[src/rtl/latch_bist_pkg.sv]
// Shared constants for the D-latch BIST sequencer: FSM states and the
// eight-step stimulus/expected-response schedule (bit index = step).
package latch_bist_pkg;

    typedef enum logic [1:0] {
        IDLE = 2'd0,
        RUN  = 2'd1,
        DONE = 2'd2
    } state_t;

    localparam int NUM_STEPS = 8;

    // Steps 0..7: d = 0,0,1,1,0,0,1,1  en = 1,0,0,1,1,0,0,1  q = 0,0,0,1,0,0,0,1
    localparam logic [NUM_STEPS-1:0] D_VEC  = 8'b1100_1100;
    localparam logic [NUM_STEPS-1:0] EN_VEC = 8'b1001_1001;
    localparam logic [NUM_STEPS-1:0] Q_VEC  = 8'b1000_1000;

endpackage

[src/rtl/latch_bist_sync_2ff.sv]
// Two-flop synchronizer bringing the latch output into the clk domain.
module sync_2ff (
    input  logic clk,
    input  logic rst,
    input  logic i_async,
    output logic o_sync
);

    logic r_meta;
    logic r_sync;

    // NOTE: flops use non-blocking assignments so both stages sample the
    // pre-edge values; blocking here would collapse the chain into one flop.
    always_ff @(posedge clk or posedge rst) begin
        if (rst) begin
            r_meta <= 1'b0;
            r_sync <= 1'b0;
        end else begin
            r_meta <= i_async;
            r_sync <= r_meta;
        end
    end

    assign o_sync = r_sync;

endmodule

[src/rtl/latch_bist.sv]
// BIST sequencer for a level-sensitive D latch: drives d/en through a fixed
// schedule, checks the synchronized q once per step, reports pass/errors.
module latch_bist
    import latch_bist_pkg::*;
#(
    parameter int STEP_CYCLES = 10
) (
    input  logic       clk,
    input  logic       rst,
    input  logic       start,
    input  logic       q_in,
    output logic       d_out,
    output logic       en_out,
    output logic       busy,
    output logic       done,
    output logic       pass,
    output logic [3:0] err_count,
    output logic [2:0] fail_step
);

    localparam logic [7:0] LAST_CYCLE = 8'(STEP_CYCLES - 1);
    localparam logic [3:0] MAX_ERRS   = 4'(NUM_STEPS);

    state_t     r_state;
    logic [2:0] r_step;
    logic [7:0] r_cycle;

    logic       w_q_sync;
    logic       w_mismatch;
    logic [3:0] w_err_next;

    sync_2ff u_sync_q (
        .clk     (clk),
        .rst     (rst),
        .i_async (q_in),
        .o_sync  (w_q_sync)
    );

    always_comb begin
        w_mismatch = (w_q_sync != Q_VEC[r_step]);
        w_err_next = err_count;
        if (w_mismatch && (err_count < MAX_ERRS)) begin
            w_err_next = err_count + 4'd1;
        end
    end

    // The start edge counts as cycle 0 of step 0, so the counter is loaded
    // with 1: compare lands on the step's last edge, the vector change on
    // the following edge (counter == 0).
    always_ff @(posedge clk or posedge rst) begin
        if (rst) begin
            r_state   <= IDLE;
            r_step    <= 3'd0;
            r_cycle   <= 8'd0;
            d_out     <= 1'b0;
            en_out    <= 1'b0;
            busy      <= 1'b0;
            done      <= 1'b0;
            pass      <= 1'b0;
            err_count <= 4'd0;
            fail_step <= 3'd0;
        end else begin
            case (r_state)
                IDLE, DONE: begin
                    if (start) begin
                        r_state   <= RUN;
                        r_step    <= 3'd0;
                        r_cycle   <= 8'd1;
                        d_out     <= D_VEC[0];
                        en_out    <= EN_VEC[0];
                        busy      <= 1'b1;
                        done      <= 1'b0;
                        pass      <= 1'b0;
                        err_count <= 4'd0;
                        fail_step <= 3'd0;
                    end
                end
                RUN: begin
                    if (r_cycle == LAST_CYCLE) begin
                        r_cycle   <= 8'd0;
                        err_count <= w_err_next;
                        if (w_mismatch && (err_count == 4'd0)) begin
                            fail_step <= r_step;
                        end
                    end else if (r_cycle == 8'd0) begin
                        r_cycle <= 8'd1;
                        if (r_step == 3'(NUM_STEPS - 1)) begin
                            r_state <= DONE;
                            d_out   <= 1'b0;
                            en_out  <= 1'b0;
                            busy    <= 1'b0;
                            done    <= 1'b1;
                            pass    <= (err_count == 4'd0);
                        end else begin
                            r_step <= r_step + 3'd1;
                            d_out  <= D_VEC[r_step + 3'd1];
                            en_out <= EN_VEC[r_step + 3'd1];
                        end
                    end else begin
                        r_cycle <= r_cycle + 8'd1;
                    end
                end
                default: r_state <= IDLE;
            endcase
        end
    end

endmodule
[config.mk]
export PLATFORM = sky130hd
export DESIGN_NAME = latch_bist
export DESIGN_NICKNAME = d
export VERILOG_FILES = /design/src/rtl/latch_bist_pkg.sv /design/src/rtl/latch_bist_sync_2ff.sv /design/src/rtl/latch_bist.sv
export SDC_FILE = /design/constraint.sdc
export NUM_CORES = 1
export LEC_CHECK = 0
export BUFFER_PORTS_ARGS = -buffer_cell sky130_fd_sc_hd__buf_2
export CAP_MARGIN = 20
export CORE_MARGIN = 2
export CORE_UTILIZATION = 48
export CTS_BUF_LIST = sky130_fd_sc_hd__clkbuf_8
export CTS_CLUSTER_DIAMETER = 30
export CTS_CLUSTER_SIZE = 40
export DETAILED_ROUTE_END_ITERATION = 10
export GPL_TIMING_DRIVEN = 1
export MAX_ROUTING_LAYER = met4
export PLACE_DENSITY = 0.68
export SETUP_SLACK_MARGIN = 0.15
export SYNTH_ARGS = -nofsm -noshare
export SYNTH_HDL_FRONTEND = slang
export SYNTH_SLANG_ARGS = --single-unit
[constraint.sdc]
create_clock -name clk -period 3.6 [get_ports clk]
set_input_delay 0.72 -clock clk [delete_from_list [all_inputs] [get_ports clk]]
set_output_delay 0.72 -clock clk [all_outputs]
set_load 0.01 [all_outputs]
# Word-level counts from Yosys, hierarchy flattened
# Memories as Yosys holds them, arrays and structs flattened.
# Cells that the tools add are included.
[word_totals]
regBits = 27
romBits = 24
inputBits = 4
out_inout_bits = 12
word_cells = 94
mem_count = 3
[mem_list]
columns = ["memory", "depth", "width", "read_ports", "rd_ports_with_merged_regs", "write_ports", "line_no", "source"]
rows = [
  ["(name not given)", 8, 1, 1, 0, 0, "latch_bist.sv:97", "en_out <= EN_VEC[r_step + 3'd1];"],
  ["(name not given)", 8, 1, 1, 0, 0, "latch_bist.sv:96", "d_out <= D_VEC[r_step + 3'd1];"],
  ["(name not given)", 8, 1, 1, 0, 0, "latch_bist.sv:40", "w_mismatch = (w_q_sync != Q_VEC[r_step]);"],
]
[op_classes]
add_sub_neg = 3
magnitude_cmp = 3
n_eq_ne = 13
mux = 46
n_reduce_logical = 14
[ops]
columns = ["operator", "n"]
rows = [
  ["$mux 8", 3],
  ["$mux 1", 20],
  ["$mux 3", 6],
  ["$ne 2x2->1 const B", 8],
  ["$pmux 8 s2", 1],
  ["$reduce_and 4->1", 4],
  ["$mux 4", 3],
  ["$pmux 3 s2", 2],
  ["$pmux 1 s2", 5],
  ["$reduce_and 5->1", 2],
  ["$add 8x1->8 const B", 1],
  ["$eq 8x4->1 const B", 1],
  ["$logic_not 8->1", 1],
  ["$lt 3x4->1 const B", 2],
  ["$mux 2", 4],
  ["$pmux 4 s2", 1],
  ["$add 4x1->4 const B", 1],
  ["$logic_not 4->1", 1],
  ["$lt 4x4->1 const B", 1],
  ["$pmux 2 s2", 1],
  ["$add 3x1->3 const B", 1],
  ["$eq 3x3->1 const B", 1],
  ["$eq 2x1->1 const B", 1],
  ["$eq 2x2->1 const B", 1],
  ["6 further kinds", 7],
]

# Depth between registers and ports, before layout
[depth]
word_depth = 7
ltp_mapped = 6

# Modules after synthesis
# Synthesis repeated with hierarchy kept, for this count alone.
[hier_totals]
cells_unflattened = 147
area_unflattened_um2 = 1450.1
[modules_own_cells]
columns = ["module", "instances", "cells_each", "area_each_um2", "seq_area_each_um2"]
rows = [
  ["latch_bist", 1, 144, 1396.3, 625.6],
  ["sync_2ff", 1, 3, 53.8, 50.0],
]

# Worst setup path before layout
# No wires, ideal clock.
[synth_timing]
path_type = "register -> register"
startpoint = "register r_cycle[2]"
endpoint = "register err_count[2]"
setup_time_ns = 0.078
arrival_time_ns = 1.823
required_time_ns = 3.522
slack_ns = 1.699
path_stages_with_launch = 5
period_less_slack_ns = 1.901
path_cell_list = "dfrtp_1 -> or4_4 -> nor4_2 -> or4b_1 -> a21oi_1"
[synth_via]
elab_chain_len = 3
[synth_lines]
columns = ["element", "line_no", "source"]
rows = [
  ["from (decl)", "latch_bist.sv:26", "logic [7:0] r_cycle;"],
  ["from (signal assigned)", "latch_bist.sv:100", "r_cycle <= r_cycle + 8'd1;"],
  ["$eq 8x4->1", "latch_bist.sv:79", "if (r_cycle == LAST_CYCLE) begin"],
  ["$ne 2x2->1 (no source line)", "-", ""],
  ["$reduce_and 4->1 (no source line)", "-", ""],
  ["to (signal assigned)", "latch_bist.sv:81", "err_count <= w_err_next;"],
  ["to (decl)", "latch_bist.sv:17", "output logic [3:0] err_count,"],
]
# No other way between the ends.
# A chain may end at the register's enable or synchronous reset.

# Worst setup path after layout
# Ends and elaborated chain as after synthesis.

==> flow_metrics.env <==
export IMPL_clkSinkCount=27
export IMPL_cpMaxStageDelayCell="or4_4"
export IMPL_finalSetupViolCount=0
export IMPL_p_per_area_nw_per_um2=762
export IMPL_p_leak_nw=0.708
export IMPL_overflow=0
export IMPL_path_cells="or4_4 -> nor4_2 -> or4b_1 -> a21oi_1"
export IMPL_clock_fmax_mhz=482
export IMPL_syn_area_um2=1370
export IMPL_gp_congestion=0.869
export IMPL_dp_hpwl_um=1860
export IMPL_portBuffers=15
export IMPL_regToRegSetupSlack_ps=1530
export IMPL_drc=0
export IMPL_insertion_delay_ps=280
export IMPL_timing_final_crit_share_pct=57.6
export IMPL_htreeDepth=1
export IMPL_clkTransAtPathRegs_ps=100
export IMPL_period_needed_ps=2070
export IMPL_grt_pass1_vias=970
export IMPL_hold_buffers=0
export IMPL_synth_edf_count=0
export IMPL_synthCells=131
export IMPL_worstPathRequired_ps=3810
export IMPL_yosys_warnings=0
export IMPL_crit_arrival_ps=2280
export IMPL_fin_area_um2=1530
export IMPL_worstMarginPinSlew_ps=693
export IMPL_slew_limit_headroom_pct=53.7
export IMPL_rsz0062_at_grt="no"
export IMPL_layout_drive_gt1_share_pct=18.9
export IMPL_die_area_um2=3290
export IMPL_fin_ws_ps=1530
export IMPL_ff2ff_path_depth=4
export IMPL_cts_resized=0
export IMPL_dr_total_vias=1046
export IMPL_synth_main_ff_cell="dfrtp_1"
export IMPL_rows=19
export IMPL_coreArea_um2=2730
export IMPL_final_max_slew_viol_count=0
export IMPL_wl_per_cell_um=14.6
export IMPL_min_path_type="register to register"
export IMPL_dpl_instance_area_um2=1470
export IMPL_finalHoldViolations=0
export IMPL_cp_start_kind="register"
export IMPL_mostFrequentLayoutCell="dfrtp_1"
export IMPL_post_cts_buffers=0
export IMPL_avgViaCountPerCell=5.84
export IMPL_final_cell_mix="27 x dfrtp_1, 15 x buf_2, 11 x nor2_1"
export IMPL_clock_skew_ps=8.42
export IMPL_start_util_pct=49.9
export IMPL_status="finished clean"
export IMPL_r2r_start="r_cycle[2]"
export IMPL_seq_area_frac_synth_pct=49.5
export IMPL_synth_seq_cells=27
export IMPL_vdd_drop_max_v=0.000435
export IMPL_cts_root_buffer="clkbuf_8"
export IMPL_synth_fp_nets=142
export IMPL_worstSetupEndpoint="err_count[2]"
export IMPL_gr_usage_all_layers_pct=18.3
export IMPL_antennaDiodeCount=0
export IMPL_cts_buffers=3
export IMPL_grt_max_degree=28
export IMPL_endpoint_kind="register"
export IMPL_async_flop_share_pct=100
export IMPL_drt_pass1_iter_count=5
export IMPL_ant_nets=0
export IMPL_synth_area_per_cell_um2=10.4
export IMPL_max_cap_violations=0
export IMPL_min_path_cells=0
export IMPL_die_h_um=57.3
export IMPL_critical_path_class="register to register"
export IMPL_cts_tree="done"
export IMPL_antenna_found_initial=0
export IMPL_r2r_end="err_count[2]"
export IMPL_crit_start="r_cycle[2]"
export IMPL_crit_fanout=6
export IMPL_pin_count=16
export IMPL_area_growth_pct=12.2
export IMPL_nets=160
export IMPL_pre_cts_slack_ps=1540
export IMPL_clock_path_buffers=2
export IMPL_die_w_um=57.3
export IMPL_grt_pass1_wl_um=4490
export IMPL_drt_total_wl_um=2620
export IMPL_tns_ps=0
export IMPL_max_stage_delay_ps=580
export IMPL_drtIter0Drc=55
export IMPL_synth_distinct_cells=35
routing by layer:
metal	vias up	share of wire [%]	GRT usage, %
li1	493	-	-
met1	508	45	24.2
met2	34	48	27.3
met3	11	4.0	3.17
met4	0	2.9	8.97
met5	-	0	-
stage by stage:
step	util (%)	power (mW)	hold WS [ps]	cells
final	56.0	1.17	370	179
after global routing	56.0	1.27	374	179
after CTS	55.5	1.17	365	178
after detailed placement	53.7	0.991	342	174
after global placement	53.7	0.973	335	174
after floorplan	-	0.857	331	131
where the power goes:
group | switching [mW] | leakage, nW | total, mW | internal, mW
Clock | 0.101 | 0.0217 | 0.179 | 0.0787
Combinational | 0.271 | 0.341 | 0.495 | 0.224
Sequential | 0.0964 | 0.345 | 0.493 | 0.397
Total | 0.468 | 0.708 | 1.17 | 0.699
cell type report:
class	count	area [um2]
inverters	10	37.5
well taps	31	38.8
repair buffers	16	90.1
multi-input cells	91	641
fillers	238	1200
flip-flops and latches	27	676
clock buffers	3	41.3
clock inverters	1	7.51
cells by family (layout without fill, tap and decap cells):
family	after synthesis	in the layout	share of synthesized area, %
simple gates	45	45	17.9
xor+xnor	7	7	4.49
flops	27	27	49.5
mux	8	8	6.05
buf+inv	13	30	3.57
fa+ha+maj	7	7	6.42
compound gates	24	24	12.1
sequential cells by signal, indices dropped and copies added (netlist names):
signal	flops
busy	1
d_out	1
done	1
en_out	1
err_count	4
fail_step	3
pass	1
r_cycle	8
r_state	2
r_step	3
u_sync_q.o_sync	1
u_sync_q.r_meta	1
cell usage after synthesis (all sizes together), types with 3 or more instances:
cell,number,area (um2)
o21ai,3,15.0
nor3,4,20.0
xnor2,5,43.8
nand4,3,18.8
dfrtp,27,676
nor2b,3,18.8
nand3,5,25.0
nand2b,4,25.0
a21oi,6,30.0
inv,10,37.5
nand2,8,30.0
a211oi,3,22.5
ha,7,87.6
clkbuf,3,11.3
mux2i,6,60.1
nor2,11,41.3
critical path: cells and delay by family, from the launching register on:
kind	cells	cell delay, ps
simple gates	3	1400
compound gates	1	150
flops	1	460
how the worst min path moves through the flow:
stage / slack (ps) / endpoint / from
floorplan: 330 / u_sync_q.o_sync / u_sync_q.r_meta
global placement: 340 / u_sync_q.o_sync / u_sync_q.r_meta
detailed placement: 340 / u_sync_q.o_sync / u_sync_q.r_meta
CTS: 360 / u_sync_q.o_sync / u_sync_q.r_meta
global route: 370 / u_sync_q.o_sync / u_sync_q.r_meta
finish: 370 / u_sync_q.o_sync / u_sync_q.r_meta
Power figures use the tool's default switching activity.
